[config.mk]
export PLATFORM = sky130hd
export DESIGN_NAME = sine_width_gen
export DESIGN_NICKNAME = d
export VERILOG_FILES = /design/src/rtl/sine_width_gen.sv
export SDC_FILE = /design/constraint.sdc
export NUM_CORES = 1
export LEC_CHECK = 0
export CORE_ASPECT_RATIO = 0.8
export CORE_UTILIZATION = 40
export CTS_CLUSTER_SIZE = 40
export DETAILED_ROUTE_END_ITERATION = 6
export GPL_ROUTABILITY_DRIVEN = 1
export GPL_TIMING_DRIVEN = 1
export PLACE_DENSITY = 0.63
export SETUP_SLACK_MARGIN = 0.05
export SYNTH_ARGS = -nofsm -noshare
export SYNTH_HDL_FRONTEND = slang
export SYNTH_SLANG_ARGS = --single-unit
[constraint.sdc]
create_clock -name clk -period 16.3 [get_ports clk]
set_input_delay 4.89 -clock clk [delete_from_list [all_inputs] [get_ports clk]]
set_output_delay 4.89 -clock clk [all_outputs]
set_load 0.05 [all_outputs]
[src/rtl/sine_width_gen.sv]
// Sine-shaped PWM width generator: tick-paced phase accumulator, quarter-wave LUT, amplitude scaling.
// Latency: widthSine/sample_valid update 3 clk cycles after each tick.
// Backpressure: none; free-running, enable gates the tick counter and sync_zero restarts the phase.
module sine_width_gen #(
    parameter int TICK_MAX = 1000,
    parameter int ADDR_W   = 6,
    parameter int DATA_W   = 32,
    parameter int PHASE_W  = 16
) (
    input  logic               clk,
    input  logic               rst,
    input  logic               enable,
    input  logic [PHASE_W-1:0] phase_inc,
    input  logic [7:0]         amp,
    input  logic               sync_zero,
    output logic [DATA_W-1:0]  widthSine,
    output logic               sample_valid
);

    localparam int Q      = 2 ** (ADDR_W - 2);
    localparam int CNT_W  = $clog2(TICK_MAX);
    localparam int PROD_W = DATA_W + 8;
    localparam logic [DATA_W-1:0] HALF = {1'b0, {(DATA_W-1){1'b1}}};
    localparam real PI = 3.14159265358979323846;

    // Taylor series is ample over [0, pi/2] and keeps the table free of tool math libraries.
    function automatic real sin_taylor(input real x);
        real term;
        real sum;
        term = x;
        sum  = x;
        for (int n = 1; n < 14; n++) begin
            term = -term * x * x / real'((2 * n) * (2 * n + 1));
            sum  = sum + term;
        end
        return sum;
    endfunction

    function automatic logic [DATA_W-1:0] qval(input int j);
        real v;
        v = real'(HALF) * sin_taylor(PI * real'(j) / (2.0 * real'(Q)));
        return DATA_W'(longint'($floor(v + 0.5)));
    endfunction

    logic [DATA_W-1:0] qlut [0:Q];

    for (genvar j = 0; j <= Q; j++) begin : g_lut
        localparam logic [DATA_W-1:0] QV = qval(j);
        assign qlut[j] = QV;
    end

    logic [CNT_W-1:0]   tick_cnt;
    logic [PHASE_W-1:0] phase;
    logic               tick;
    logic               tick_take;

    assign tick      = enable && (tick_cnt == CNT_W'(TICK_MAX - 1));
    assign tick_take = tick && !sync_zero;

    always_ff @(posedge clk) begin
        if (rst) begin
            tick_cnt <= '0;
            phase    <= '0;
        end else if (sync_zero) begin
            tick_cnt <= '0;
            phase    <= '0;
        end else if (enable) begin
            if (tick) begin
                tick_cnt <= '0;
                phase    <= phase + phase_inc;
            end else begin
                tick_cnt <= tick_cnt + CNT_W'(1);
            end
        end
    end

    // Stage 1: capture pre-add phase address and amplitude for this sample.
    logic              s1_vld;
    logic [ADDR_W-1:0] s1_addr;
    logic [7:0]        s1_amp;

    always_ff @(posedge clk) begin
        if (rst) begin
            s1_vld  <= 1'b0;
            s1_addr <= '0;
            s1_amp  <= '0;
        end else begin
            s1_vld <= tick_take;
            if (tick_take) begin
                s1_addr <= phase[PHASE_W-1 -: ADDR_W];
                s1_amp  <= amp;
            end
        end
    end

    // Stage 2: quarter-wave lookup, mirrored index in odd quadrants.
    logic [ADDR_W-3:0] s1_k;
    logic [ADDR_W-2:0] lut_idx;

    assign s1_k    = s1_addr[ADDR_W-3:0];
    assign lut_idx = s1_addr[ADDR_W-2] ? ((ADDR_W-1)'(Q) - {1'b0, s1_k}) : {1'b0, s1_k};

    logic              s2_vld;
    logic [DATA_W-1:0] s2_mag;
    logic [1:0]        s2_quad;
    logic [7:0]        s2_amp;

    always_ff @(posedge clk) begin
        if (rst) begin
            s2_vld  <= 1'b0;
            s2_mag  <= '0;
            s2_quad <= '0;
            s2_amp  <= '0;
        end else begin
            s2_vld <= s1_vld;
            if (s1_vld) begin
                s2_mag  <= qlut[lut_idx];
                s2_quad <= s1_addr[ADDR_W-1 -: 2];
                s2_amp  <= s1_amp;
            end
        end
    end

    // Stage 3: scale by (amp+1)/256 at full product width, then offset around mid-scale.
    logic [DATA_W-1:0] scaled;

    assign scaled = DATA_W'((PROD_W'(s2_mag) * (PROD_W'(s2_amp) + PROD_W'(1))) >> 8);

    always_ff @(posedge clk) begin
        if (rst) begin
            sample_valid <= 1'b0;
            widthSine    <= '0;
        end else begin
            sample_valid <= s2_vld;
            if (s2_vld) begin
                widthSine <= s2_quad[1] ? (HALF - scaled) : (HALF + scaled);
            end
        end
    end

endmodule
# ---- Yosys cells after proc, flatten, opt, wreduce, memory -nomap -nowiden
# Memories as Yosys holds them, arrays and structs flattened. A register that Yosys moved wholly into a read port is not among the register bits.
# Index checks and enable logic that the tools add are counted.
dict set report op_classes {
  eq_ne 1
  n_bitwise 1
  mul 1
  addsub 6
  n_mux 3
  reduce_logical 5
}
# op count
set op_table {}
lappend op_table {{multiplier 32 x 9 -> 40 bit} 1}
lappend op_table {{adder 31 x 32 -> 32 bit, first input constant} 1}
lappend op_table {{2-to-1 mux 32 bit} 1}
lappend op_table {{subtractor 31 x 32 -> 32 bit, first input constant} 1}
lappend op_table {{adder 16 bit} 1}
lappend op_table {{adder 10 x 1 -> 10 bit, second input constant} 1}
lappend op_table {{equality test 10 bit, second input constant} 1}
lappend op_table {{2-to-1 mux 10 bit} 1}
lappend op_table {{adder 8 x 1 -> 9 bit, second input constant} 1}
lappend op_table {{NOT 5 -> 6 bit} 1}
lappend op_table {{2-to-1 mux 5 bit} 1}
lappend op_table {{subtractor 5 x 4 -> 5 bit, first input constant} 1}
lappend op_table {{logical AND 1 bit} 2}
lappend op_table {{AND reduction 2 bit} 1}
lappend op_table {{OR reduction 2 bit} 1}
lappend op_table {{logical NOT 1 bit} 1}
dict set report word_totals {
  memories 1
  word_cells 28
  out_inout_bits 33
  ff_bits 85
  romBits 1024
}
# name depth word_bits read_ports rd_clocked_by_memory_dff wr line_no
set mem_list {}
lappend mem_list {{(no name shown)} 32 32 1 1 0 117} ;# s2_mag <= qlut[lut_idx];

# ---- Logic depth before layout (Yosys ltp)
# Gate-level depths: netlist of run 1.
dict set report depth {
  word_depth 4
  ltp_mapped 27
  mapped_depth_nobuf 26
}

# ---- Worst setup path after synthesis of run 1
# OpenSTA, ideal clock, no wires.
dict set report synth_path {
  path_type {input-to-reg}
  start {in phase_inc[1]}
  end {reg phase[15]}
  stages 12
  setup_slack_ns 9.160
  arrival_time_ns 7.070
  setup_time_ns 0.070
  path_cell_list {ha_1 > a21o_1 > a21o_1 > a21oi_1 > o21ai_0 > a41oi_1 > a21oi_1 > a211o_1 > a21oi_1 > xor2_1 > or3_1 > a21oi_1}
}
dict set report synth_via {
  elab_chain_len 1
}
# item line_no
set synth_lines {}
lappend synth_lines {{start, declared} 13} ;# input logic [PHASE_W-1:0] phase_inc,
lappend synth_lines {{adder 16 bit} 70} ;# phase <= phase + phase_inc;
lappend synth_lines {{end signal, assigned} 70}
lappend synth_lines {{end, declared} 53} ;# logic [PHASE_W-1:0] phase;
# No other way between the ends.
# A chain may end at the register's enable or synchronous reset.

# ---- Worst setup path in the final report of run 1
dict set report layout_path {
  start {reg s2_amp[1]}
  end {reg widthSine[26]}
}
dict set report layout_via {
  elab_chain_len 4
  elab_cells_between_ends 5
}
# item line_no
set layout_lines {}
lappend layout_lines {{start, declared} 106} ;# logic [7:0] s2_amp;
lappend layout_lines {{start signal, assigned} 119} ;# s2_amp <= s1_amp;
lappend layout_lines {{adder 8 x 1 -> 9 bit *} 127} ;# assign scaled = DATA_W'((PROD_W'(s2_mag) * (PROD_W'(s2_amp) + PROD_W'(1))) >> 8);
lappend layout_lines {{multiplier 32 x 9 -> 40 bit *} 127}
lappend layout_lines {{adder 31 x 32 -> 32 bit / subtractor 31 x 32 -> 32 bit (equally long branches)} 136} ;# widthSine <= s2_quad[1] ? (HALF - scaled) : (HALF + scaled);
lappend layout_lines {{2-to-1 mux 32 bit *} 136}
lappend layout_lines {{end signal, assigned} 136}
lappend layout_lines {{end, declared} 16} ;# output logic [DATA_W-1:0] widthSine,
# Every way passes the cells marked *; elsewhere a longest branch is shown, timed or not.

==> results of run 1 <==
## cells in the mapped netlist (all sizes together), types with 22 or more instances
master,n
a211oi,22
a21oi,115
and2,84
buf,24
clkbuf,87
dfxtp,115
fa,204
ha,78
inv,230
mux2i,25
nand2,188
nand2b,50
nand3,33
nor2,147
nor2b,95
nor3,37
o21ai,53
xnor2,44
xor2,29
## final cells by class
type	instances	area share (%)
multi-input combinational	1392	69.5
inverter	232	5.22
timing repair buffer	74	4.20
tap	487	3.65
sequential	115	13.8
clock inverter	15	1.10
clock buffer	17	2.55
## worst paths after layout
kind         startpoint            end  cells after the start
max           s2_amp[1]  widthSine[26]                     23
min            phase[9]       phase[9]                      2
max reg2reg   s2_amp[1]  widthSine[26]                     23
min reg2reg    phase[9]       phase[9]                      2
## logic make-up after synthesis
| kind of cell | count (synthesis) | synth area share (%) |
|---|---|---|
| and+or+nand+nor | 696 | 23.1 |
| buffers and inverters | 343 | 8.57 |
| AOI/OAI and AO/OA | 312 | 13.4 |
| adders and majority gates | 282 | 33.4 |
| DFF | 115 | 15.2 |
| xor gates and xnor gates | 73 | 4.32 |
| muxes | 29 | 1.95 |
## metal layers
| layer | vias to the layer above | wire (um) | GRT usage [%] |
|---|---|---|---|
| li1 | 5935 | - | - |
| met1 | 6217 | 18100 | 28.9 |
| met2 | 228 | 17500 | 34.1 |
| met3 | 36 | 1290 | 2.26 |
| met4 | 0 | 713 | 6.45 |
| met5 | - | 0 | 0 |
## flip-flops by register name (all words and copies together) (netlist names), 6 cells and up
signal and cells:
s2_mag 31, s2_amp 8, s1_addr 6, phase 16
s1_amp 8, widthSine 32, tick_cnt 10
## power by group
part / internal, W / switching, W / total, W
Combinational: 0.00000891 / 0.0000103 / 0.0000192
Clock: 0.000233 / 0.000169 / 0.000402
Sequential: 0.000281 / 0.000000161 / 0.000281
Total: 0.000523 / 0.000180 / 0.000703
## through the flow
stage	util, %	hold slack [ns]
2_1_floorplan	-	0.436
3_3_place_gp	43.2	0.446
3_5_place_dp	43.2	0.450
4_1_cts	44.8	0.460
5_1_grt	44.8	0.476
6_report	44.8	0.456
## worst max-delay path: cells and delay by family (launching register included)
kind                       cells  cell delay, ns
and+or+nand+nor               11            3.94
buffers and inverters          2            0.10
DFF                            1            0.40
adders and majority gates      6            2.67
AOI/OAI and AO/OA              4            0.80
==> impl_metrics.json, run 1 <==
{
  "overflow": 0,
  "reg2reg_setup_slack_ns": 8.25,
  "worst_slack_ns": 8.25,
  "stdcell_area_sq_mm": 0.0167,
  "final_cell_mix": "230 x inv_1, 204 x fa_1, 188 x nand2_1",
  "syn_inst": 1850,
  "fin_skew_ns": 0.0147,
  "ys.flop_type": "dfxtp_1",
  "async_reset_ff_share_pct": 0,
  "clk_latency_ns": 0.45,
  "place_congestion": 0.870,
  "end_kind": "flip-flop",
  "synth_area_leader_cell": "fa_1",
  "synth-seq-cells": 115,
  "slew-limit-headroom_pct": 15.2,
  "diodes": 0,
  "hp-class": "flip-flop to flip-flop",
  "antenna_found_initial": 0,
  "cts_setup_buffers": 0,
  "chipHeight_um": 176,
  "num_rows": 63,
  "initial_utilization_pct": 40.7,
  "dieArea_sq_mm": 0.0386,
  "arrival_ns": 8.37,
  "dr.pass1.iters": 7,
  "track_usage_pct": 20.9,
  "nets": 2142,
  "synth_edf_count": 0,
  "hold_viol": 0,
  "cap_violations": 0,
  "clock_path_buffers": 2,
  "cp.required_ns": 16.63,
  "synth_area_sq_mm": 0.0151,
  "synth-seq-area-share_pct": 15.2,
  "violations": "design-rule violations",
  "peakVddDrop_mv": 0.0395,
  "grt_max_degree": 70,
  "max_slew.worst_pin.slew_ns": 1.26,
  "vias": 12400,
  "ios": 61,
  "cp-start-kind": "flip-flop",
  "tns_ns": 0,
  "cts_tree": "yes",
  "dp_cells": 2300,
  "post-route-drc-count": 2,
  "area.sequential_sq_mm": 0.00230,
  "grt_pass1_wl_um": 64600,
  "finalCritPeriodShare_pct": 49.4,
  "total_power_w": 0.000703,
  "synth_area_leaders": "fa_1 27%, dfxtp_1 15%, ha_1 6.4%",
  "multi_input_comb_area_sq_mm": 0.0116,
  "maxSlewViolCount": 0,
  "viasPerCell": 5.32,
  "ant_nets": 0,
  "cts-root-buf": "clkbuf_16",
  "p_leak_nw": 7.50,
  "ys_warn_count": 0,
  "final_common_cell": "inv_1",
  "totalWireLength_um": 37600,
  "cpMostUsedCell": "fa_1",
  "synth.distinct_cells": 81,
  "synth_nets": 2160,
  "area_delta_synth_final_pct": 10.2,
  "fmaxAchievable_ghz": 0.124,
  "finalSetupViolations": 0,
  "grt_setup_unrepaired": "no",
  "first_global_vias": 12800,
  "wl_per_cell_um": 16.1,
  "path_cells": "ha_1, nand3_1, nor2_1, and3_1, and2_1, fa_1, fa_1, fa_1, inv_1, fa_1, inv_1, ha_1, nand4_1, a211o_1, o2111a_1, nor2_1, a21oi_1, nor3b_1, nand3b_1, or4_1, or4b_4, nand3b_1, o211ai_2",
  "port_buffers": 60,
  "cts_htree_levels": 4,
  "drt_iter0_markers": 807,
  "dieWidth_um": 220,
  "status": "finished with violations",
  "cts_hold_buf": 0,
  "p_per_area_mw_per_mm2": 42.1,
  "slowest_delay_ns": 0.93,
  "clk_pin_slew_ns": 0.07,
  "post_synth.cell_area_avg_sq_um": 8.19,
  "ctsResizeCount": 0,
  "hpwlAfterDp_um": 28700,
  "clock_sinks": 115,
  "cts-buffers-inserted": 17,
  "worstSetupPathType": "flip-flop to flip-flop",
  "drive_gt1_share_pct": 4.34,
  "cp_slowest_cell": "and3_1",
  "synth_top_area_share_pct": 27.0,
  "coreArea_sq_mm": 0.0372,
  "fillers": 3691,
  "finalCriticalPeriod_ns": 8.05,
  "crit_fanout": 31,
  "place_area_sq_mm": 0.0161,
  "post-place-ws_ns": 8.32,
  "final_cell_count_no_fill": 2332
}
Power figures use the tool's default switching activity.
==> inputs of run 2 (changes only) <==
clock period = 8.3 ns   (was 16.3 ns; I/O delays follow)
==> impl_metrics.json, run 2 (synthesis results as in run 1) <==
{
  "largest_register": "widthSine",
  "dr.pass1.iters": 7,
  "final_util_pct": 44.8,
  "antenna_found_initial": 0,
  "cap_violations": 0,
  "cts_hold_buf": 0,
  "coreArea_sq_mm": 0.0372,
  "worstSetupPathType": "flip-flop to flip-flop",
  "slew-limit-headroom_pct": 17.9,
  "vias": 12500,
  "finalCritPeriodShare_pct": 93.3,
  "wl_met1_um": 17800,
  "final_common_cell": "inv_1",
  "dieArea_sq_mm": 0.0386,
  "cts_htree_levels": 4,
  "hpwlAfterDp_um": 29500,
  "first_global_vias": 12900,
  "fin_skew_ns": 0.0173,
  "grt_max_degree": 61,
  "port_buffers": 60,
  "ant_nets": 0,
  "worst_slack_ns": 0.556,
  "ios": 61,
  "fmaxAchievable_ghz": 0.129,
  "diodes": 0,
  "nets": 2147,
  "wl_per_cell_um": 16.2,
  "place_congestion": 0.910,
  "dieWidth_um": 220,
  "cp.required_ns": 8.66,
  "hold_viol": 0,
  "cts_setup_buffers": 0,
  "cts-root-buf": "clkbuf_16",
  "hp-class": "flip-flop to flip-flop",
  "dr_wl_met2_um": 17700,
  "ctsResizeCount": 0,
  "cts-buffers-inserted": 17,
  "cp-start-kind": "flip-flop",
  "violations": "design-rule violations",
  "initial_utilization_pct": 40.7,
  "post-route-drc-count": 2,
  "tns_ns": 0,
  "finalSetupViolations": 0,
  "p_per_area_mw_per_mm2": 79.9,
  "reg_top3": "widthSine x32, s2_mag x31, phase x16",
  "maxSlewViolCount": 0,
  "finalCriticalPeriod_ns": 7.74,
  "post-place-ws_ns": 0.648,
  "area_delta_synth_final_pct": 10.1,
  "overflow": 0,
  "drive_gt1_share_pct": 4.54,
  "max_slew.worst_pin.slew_ns": 1.22,
  "cts_tree": "yes",
  "track_usage_pct": 20.9,
  "crit_fanout": 31,
  "end_kind": "flip-flop",
  "chipHeight_um": 176,
  "largest_register_ffs": 32,
  "clock_sinks": 115,
  "fin_hold_ws_ns": 0.457,
  "clk_latency_ns": 0.43,
  "grt_setup_unrepaired": "no",
  "status": "finished with violations",
  "reg2reg_setup_slack_ns": 0.56,
  "clk_pin_slew_ns": 0.07,
  "totalWireLength_um": 37800,
  "arrival_ns": 8.10,
  "grt_pass1_wl_um": 64800,
  "viasPerCell": 5.35,
  "route.met3.wl_um": 1350,
  "drt_iter0_markers": 854,
  "final_cell_mix": "230 x inv_1, 204 x fa_1, 188 x nand2_1",
  "peakVddDrop_mv": 0.0997,
  "clock_path_buffers": 2,
  "p_leak_nw": 7.50,
  "top_layer": "met4",
  "num_rows": 63
}
[run 2: cell count changes in the layout (fill, tap and decap cells not counted)]
cell | previous run | this run
clkbuf_1 | 0 | 1
clkinv_4 | 2 | 5
inv_6 | 7 | 4
bufinv_16 | 2 | 1
xor2_2 | 4 | 5
buf_4 | 14 | 19
xor2_4 | 1 | 0
clkinvlp_4 | 0 | 2
inv_8 | 4 | 2
[run 2: worst paths after layout]
kind                   from             to  depth (start not counted)
hold reg to reg   s1_amp[5]      s1_amp[5]                          2
setup / recovery  s2_amp[0]  widthSine[31]                         22
hold / removal    s1_amp[5]      s1_amp[5]                          2
setup reg to reg  s2_amp[0]  widthSine[31]                         22
[run 2: critical path, stage by stage (launching register included)]
cell and delay, ns:
dfxtp_1 0.37, buf_4 0.32, nand3_1 0.17, xor2_2 0.64, buf_4 0.39, nor2b_1 0.09, fa_1 0.55, fa_1 0.46
fa_1 0.55, inv_1 0.06, fa_1 0.53, inv_1 0.04, ha_1 0.38, a21oi_1 0.22, o21ai_0 0.25, a211oi_1 0.36
o211ai_1 0.21, a311oi_1 0.35, xor2_1 0.38, nor4b_2 0.44, nand4_1 0.24, or4_1 0.57, o221ai_1 0.08
[run 2: per-stage QoR]
stage / instance area, sq um / std cells / total power [W]
floorplan: 15100 / 1850 / 0.000582
global placement: 16100 / 2305 / 0.000602
detailed placement: 16100 / 2305 / 0.000603
CTS: 16700 / 2337 / 0.00135
global route: 16700 / 2337 / 0.00138
finish: 16700 / 2337 / 0.00133
[run 2: report_power, final]
| part | internal (W) | total [W] | switching (W) |
|---|---|---|---|
| clock | 0.000422 | 0.000743 | 0.000321 |
| sequential | 0.000552 | 0.000552 | 0.000000306 |
| combinational | 0.0000174 | 0.0000376 | 0.0000202 |
[run 2: cell type report]
type | count | area, sq um
clock inverter | 14 | 146
clock buffer | 18 | 429
timing repair buffer | 79 | 738
sequential | 115 | 2300
fill | 3664 | 20500
tap | 487 | 609
inverter | 232 | 871
multi-input combinational | 1392 | 11600
[run 2: layer usage]
layer  vias to the layer above  global-route usage (%)
met4                         0                    7.20
met1                      6263                    28.6
met2                       239                    34.1
met3                        50                    2.55
met5                         -                       0
li1                       5952                       -
